**src/rtl/hc4_pkg.sv**
```systemverilog
// hc4_pkg: shared definitions for the HC4 address-generation path.
//   - Addressing-mode encodings (opcode[2:0]).
//   - FSM state encoding for the access sequencer.
package hc4_pkg;

  localparam int unsigned MODE_W = 3;

  // Modes using the AB pointer; every other encoding is paged register-indirect.
  localparam logic [MODE_W-1:0] MODE_AB    = 3'b000;
  localparam logic [MODE_W-1:0] MODE_ABINC = 3'b111;

  typedef enum logic [1:0] {
    ST_IDLE = 2'd0,
    ST_REQ  = 2'd1,
    ST_WAIT = 2'd2,
    ST_DONE = 2'd3
  } state_e;

endpackage

```
**src/rtl/hc4_addr_sel.sv**
```systemverilog
// hc4_addr_sel: combinational address select for the HC4 core.
// Ports:
//   i_mode       addressing mode (opcode[2:0])
//   i_page       page register value (high address field)
//   i_reg_addr   register-mode low address field
//   i_ab_addr    AB pointer value
//   o_addr_c     selected address (combinational)
//   o_post_inc_c mode requests AB post-increment (combinational)
module hc4_addr_sel
  import hc4_pkg::*;
#(
  parameter int unsigned ADDR_W = 8,
  parameter int unsigned REG_AW = 4
) (
  input  logic [MODE_W-1:0]        i_mode,
  input  logic [ADDR_W-REG_AW-1:0] i_page,
  input  logic [REG_AW-1:0]        i_reg_addr,
  input  logic [ADDR_W-1:0]        i_ab_addr,
  output logic [ADDR_W-1:0]        o_addr_c,
  output logic                     o_post_inc_c
);

  // Paged register-indirect is the fallback for every non-AB encoding.
  always_comb begin
    o_addr_c     = {i_page, i_reg_addr};
    o_post_inc_c = 1'b0;
    if (i_mode == MODE_AB) begin
      o_addr_c = i_ab_addr;
    end else if (i_mode == MODE_ABINC) begin
      o_addr_c     = i_ab_addr;
      o_post_inc_c = 1'b1;
    end
  end

endmodule

```
**src/rtl/hc4_addr_gen.sv**
```systemverilog
// hc4_addr_gen: registered address generator with req/ack memory handshake.
// Ports:
//   clk, rst_n   clock (rising edge), async active-low reset
//   start        launch an access (accepted only in IDLE)
//   opcode       opcode[2:0] selects mode; opcode[3] unused
//   reg_addr     low address field for register mode
//   ab_addr      AB pointer value
//   page_we      load page register from page_din
//   page_din     new page value
//   mem_ack      memory completes access
//   addr_out     latched memory address
//   mem_req      access request, held until ack or timeout
//   busy         sequencer not idle
//   done         1-cycle pulse, access acknowledged
//   timeout      1-cycle pulse, no ack within WAIT_MAX cycles
//   ab_wr        1-cycle pulse, write ab_next back to AB (post-inc + ack)
//   ab_next      latched ab_addr + 1
//   ab_wrap      latched ab_addr was all ones
module hc4_addr_gen
  import hc4_pkg::*;
#(
  parameter int unsigned ADDR_W   = 8,
  parameter int unsigned REG_AW   = 4,
  parameter int unsigned WAIT_MAX = 3
) (
  input  logic                     clk,
  input  logic                     rst_n,
  input  logic                     start,
  input  logic [3:0]               opcode,
  input  logic [REG_AW-1:0]        reg_addr,
  input  logic [ADDR_W-1:0]        ab_addr,
  input  logic                     page_we,
  input  logic [ADDR_W-REG_AW-1:0] page_din,
  input  logic                     mem_ack,
  output logic [ADDR_W-1:0]        addr_out,
  output logic                     mem_req,
  output logic                     busy,
  output logic                     done,
  output logic                     timeout,
  output logic                     ab_wr,
  output logic [ADDR_W-1:0]        ab_next,
  output logic                     ab_wrap
);

  localparam int unsigned PAGE_W = ADDR_W - REG_AW;
  localparam int unsigned CNT_W  = 4;

  state_e              r_state, w_state_nxt;
  logic [CNT_W-1:0]    r_wait_cnt, w_wait_cnt_nxt;
  logic [PAGE_W-1:0]   r_page;
  logic                r_post_inc;
  logic [ADDR_W-1:0]   w_sel_addr;
  logic                w_sel_inc;
  logic                w_launch;
  logic                w_req_nxt, w_busy_nxt, w_done_nxt, w_timeout_nxt, w_ab_wr_nxt;
  logic                w_unused_op3;

  assign w_unused_op3 = opcode[3];

  hc4_addr_sel #(
    .ADDR_W (ADDR_W),
    .REG_AW (REG_AW)
  ) u_addr_sel (
    .i_mode       (opcode[2:0]),
    .i_page       (r_page),
    .i_reg_addr   (reg_addr),
    .i_ab_addr    (ab_addr),
    .o_addr_c     (w_sel_addr),
    .o_post_inc_c (w_sel_inc)
  );

  // State register and wait counter.
  always_ff @(posedge clk or negedge rst_n) begin
    if (!rst_n) begin
      r_state    <= ST_IDLE;
      r_wait_cnt <= '0;
    end else begin
      r_state    <= w_state_nxt;
      r_wait_cnt <= w_wait_cnt_nxt;
    end
  end

  // Next-state and next-output logic; outputs are registered from these.
  always_comb begin
    w_state_nxt    = r_state;
    w_wait_cnt_nxt = r_wait_cnt;
    w_launch       = 1'b0;
    w_req_nxt      = 1'b0;
    w_busy_nxt     = 1'b0;
    w_done_nxt     = 1'b0;
    w_timeout_nxt  = 1'b0;
    w_ab_wr_nxt    = 1'b0;
    case (r_state)
      ST_IDLE: begin
        w_wait_cnt_nxt = '0;
        if (start) begin
          w_state_nxt = ST_REQ;
          w_launch    = 1'b1;
          w_req_nxt   = 1'b1;
          w_busy_nxt  = 1'b1;
        end
      end
      ST_REQ, ST_WAIT: begin
        w_busy_nxt = 1'b1;
        // Ack wins over an expiring wait budget on the same edge.
        if (mem_ack) begin
          w_state_nxt = ST_DONE;
          w_done_nxt  = 1'b1;
          w_ab_wr_nxt = r_post_inc;
        end else if (r_wait_cnt == CNT_W'(WAIT_MAX)) begin
          w_state_nxt   = ST_DONE;
          w_timeout_nxt = 1'b1;
        end else begin
          w_state_nxt    = ST_WAIT;
          w_wait_cnt_nxt = r_wait_cnt + CNT_W'(1);
          w_req_nxt      = 1'b1;
        end
      end
      ST_DONE: begin
        w_state_nxt    = ST_IDLE;
        w_wait_cnt_nxt = '0;
      end
      default: begin
        w_state_nxt    = ST_IDLE;
        w_wait_cnt_nxt = '0;
      end
    endcase
  end

  // Handshake/status output registers.
  always_ff @(posedge clk or negedge rst_n) begin
    if (!rst_n) begin
      mem_req <= 1'b0;
      busy    <= 1'b0;
      done    <= 1'b0;
      timeout <= 1'b0;
      ab_wr   <= 1'b0;
    end else begin
      mem_req <= w_req_nxt;
      busy    <= w_busy_nxt;
      done    <= w_done_nxt;
      timeout <= w_timeout_nxt;
      ab_wr   <= w_ab_wr_nxt;
    end
  end

  // Launch-time latches; a same-edge page_we only affects later launches.
  always_ff @(posedge clk or negedge rst_n) begin
    if (!rst_n) begin
      addr_out   <= '0;
      ab_next    <= '0;
      ab_wrap    <= 1'b0;
      r_post_inc <= 1'b0;
    end else if (w_launch) begin
      addr_out   <= w_sel_addr;
      ab_next    <= ab_addr + ADDR_W'(1);
      ab_wrap    <= &ab_addr;
      r_post_inc <= w_sel_inc;
    end
  end

  // Page register, writable in any state.
  always_ff @(posedge clk or negedge rst_n) begin
    if (!rst_n) begin
      r_page <= '0;
    end else if (page_we) begin
      r_page <= page_din;
    end
  end

endmodule
```
**config.mk**
```make
export PLATFORM = sky130hd
export DESIGN_NAME = hc4_addr_gen
export DESIGN_NICKNAME = d
export VERILOG_FILES = /design/src/rtl/hc4_pkg.sv /design/src/rtl/hc4_addr_sel.sv /design/src/rtl/hc4_addr_gen.sv
export SDC_FILE = /design/constraint.sdc
export NUM_CORES = 1
export LEC_CHECK = 0
export ABC_CLOCK_PERIOD_IN_PS = 1500
export CELL_PAD_IN_SITES_DETAIL_PLACEMENT = 1
export CELL_PAD_IN_SITES_GLOBAL_PLACEMENT = 2
export CORE_ASPECT_RATIO = 0.9
export CORE_MARGIN = 2
export CORE_UTILIZATION = 27
export CTS_BUF_LIST = sky130_fd_sc_hd__clkbuf_16
export CTS_CLUSTER_SIZE = 8
export DETAILED_ROUTE_END_ITERATION = 12
export GPL_ROUTABILITY_DRIVEN = 0
export PLACE_DENSITY_LB_ADDON = 0.1
export SLEW_MARGIN = 10
export SYNTH_ARGS = -nofsm -noshare
export SYNTH_HDL_FRONTEND = slang
export SYNTH_SLANG_ARGS = --single-unit
```
**constraint.sdc**
```tcl
create_clock -name clk -period 1.5 [get_ports clk]
set_input_delay 0.3 -clock clk [delete_from_list [all_inputs] [get_ports clk]]
set_output_delay 0.3 -clock clk [all_outputs]
set_load 0.01 [all_outputs]
```
==> out/qor.txt <==
Syn Area/Cell - 9.96 µm²
DRC Markers - 0
# Max-Cap Violations - 0
HPWL Detailed - 3120 µm
First-pass GRT wire length - 6870 µm
Reg clk slew, reported paths - 50 ps
Critical path's top delay family - buffers and inverters
Initial cell density of the core - 0.285
Vias - 1370
Final core utilization - 0.449
Max incr delay on CP - 550 ps
Vias in the first global route - 1470
Register area share after synthesis - 0.542
Worst hold margin - 404 ps
Post-synth cell types - 31
DR WL/cell - 14.2 µm
Syn_nets - 182
Total Routing Usage GR - 0.138
CTS root buf - clkbuf_16
Antenna-violating nets left - 0
Finished Layout Cells - 288
Final Cycle Share - 0.980
CTS tree - built
Post-synthesis instance total - 153
CP Cell Sequence - clkdlybuf4s50_1
Startpoint Class - register
Reg2reg path depth - 6
Max Slew Vio Count - 0
Postcts setup bufs - 0
Crit Path Max Fanout - 2
DP Worst Slack - -203 ps
Layout cells sized above 1 - 0.167
Initial antenna violation count - 0
Commonest non-fill, non-tap cell in the layout - clkdlybuf4s50_1
RSZ-0062 raised after global routing - false
Initial DRC Count - 41
Clk sinks - 33
Slew @ Worst Pin - 336 ps
Die Wd - 83.2 µm
Critical path class - reg -> out
Core area - 0.00535 mm²
Final Skew - 1.74 ps
IO Pins - 47
Cts bufs inserted - 5
Crit end category - output pin
Vias per Instance - 4.76
DIE AREA - 0.00626 mm²
Nets - 249
Drt first pass iters - 4
R2r endpoint - ab_next[6]
Final WS setup - 30.4 ps
Post-synth top flop - dfrtp_1
R2r setup slk - 110 ps
Die Ht - 75.3 µm
Post-Place Cells - 280
Minimum clock period - 1470 ps
Most frequent cells in the layout - 40 x clkdlybuf4s50_1, 33 x dfrtp_1, 20 x o21ai_0, 20 x buf_4
Syn-to-layout area delta - 57.6%
Pwr dens - 1680 mW/mm²
HP Class - in -> async
Ys async rst share - 1.00
Synthesis warning total - 0
H-tree Lvls - 2
Worst Path Buf+Inv - 1
PortBufs - 45
Normalized max-slew margin - 0.776
FMAX - 0.680 GHz
Synth area leader - dfrtp_1
Latest clock arrival within the worst-skew pair - 270 ps
Yosys top cell area share - 0.542
Row count - 25
WL final - 4090 µm
Antenna cells - 0
Worst flop-to-flop path startpoint - r_state[0]
Synth area leaders - dfrtp_1 54%, o21ai_0 6.6%, a31oi_1 4.5%
Largest net degree at the start of global routing - 34
Leak pwr - 1.08 nW
Final setup vio count - 0
Status - finished clean
Syn Std Cell Area - 0.00152 mm²
Clock buffer depth - 2
Worst path required time - 1200 ps
FF+latch count, synth - 33
Worst path slowest cell - clkdlybuf4s50_1
Number of enable flip-flop cells after synthesis - 0
Max VDD drop - 0.704 mV
Final Hold Fails - 0
Total gr overflow - 0
Arrival @ worst endpoint - 1170 ps
power by group:
| group | leakage [nW] | switching (mW) | internal [mW] |
|---|---|---|---|
| registers | 0.403 | 0.172 | 1.22 |
| logic | 0.597 | 0.711 | 0.818 |
| clock network | 0.0826 | 0.343 | 0.770 |
area by class of cell:
class | count | area (µm²)
Clock buffer | 5 | 125
Multi-Input combinational cell | 108 | 658
Sequential cell | 33 | 826
Fill cell | 588 | 2950
Inverter | 5 | 18.8
Tap cell | 67 | 83.8
Clock inverter | 3 | 37.5
Timing Repair Buffer | 67 | 653
worst max-delay path by stage:
| stage | depth (start not counted) | slack (ps) | endpoint | startpoint |
|---|---|---|---|---|
| floorplan | 7 | 210 | mem_req | r_state[0] |
| global placement | 5 | -170 | ab_next[6] | ab_addr[0] |
| detailed placement | 5 | -200 | ab_next[6] | ab_addr[0] |
| CTS | 1 | 6 | addr_out[0] | addr_out[0] |
| global route | 1 | 2 | addr_out[7] | addr_out[7] |
| finish | 1 | 30 | addr_out[7] | addr_out[7] |
cell usage after synthesis, types with 3 or more instances:
| master | number |
|---|---|
| nor2_1 | 13 |
| inv_1 | 5 |
| clkbuf_1 | 3 |
| dfrtp_1 | 33 |
| o21ai_0 | 20 |
| buf_2 | 4 |
| a31oi_1 | 11 |
| or3_1 | 5 |
| mux2_2 | 4 |
| nand3_1 | 11 |
| a21oi_1 | 5 |
| nand2_1 | 13 |
| ha_1 | 4 |
per-stage QoR:
| step | instance area, µm² | setup TNS (ps) | power (mW) |
|---|---|---|---|
| after floorplan | 1520 | 0 | 2.11 |
| after global placement | 2220 | -1770 | 2.91 |
| after detailed placement | 2220 | -2210 | 2.98 |
| after CTS | 2380 | 0 | 4.12 |
| after global routing | 2400 | 0 | 4.31 |
| final | 2400 | 0 | 4.04 |
logic make-up after synthesis:
| group | share of synthesized area |
|---|---|
| DFF | 0.542 |
| xor gates and xnor gates | 0.0230 |
| and+or+nand+nor | 0.195 |
| buffers and inverters | 0.0328 |
| adders and majority gates | 0.0328 |
| AOI/OAI and AO/OA | 0.138 |
| muxes | 0.0361 |
per-layer routing:
metal | share of wire | up-vias | GRT usage
met1 | 0.45 | 662 | 0.167
li1 | - | 672 | -
met4 | 0.010 | 0 | 0.0437
met2 | 0.50 | 31 | 0.249
met3 | 0.046 | 5 | 0.0329
met5 | 0 | - | 0
timing repair:
action | in CTS | in global routing
gates resized for setup | 0 | 7
hold buffers | 0 | 0
endpoints found under the setup margin | 0 | 7
endpoints found under the hold margin | 0 | 0
worst reg2reg max path, delay by kind of cell, from the launching register on:
family	cells	cell delay, ps
flops	1	380
simple gates	2	300
buf+inv	2	290
fa+ha+maj	1	190
compound gates	1	150
sequential cells by signal, indices dropped and copies added, names as in the netlist:
signal      count
r_post_inc      1
r_page          4
done            1
busy            1
r_wait_cnt      4
ab_wr           1
ab_wrap         1
mem_req         1
r_state         2
addr_out        8
ab_next         8
timeout         1
No activity file was read; power rests on OpenSTA's default activity.
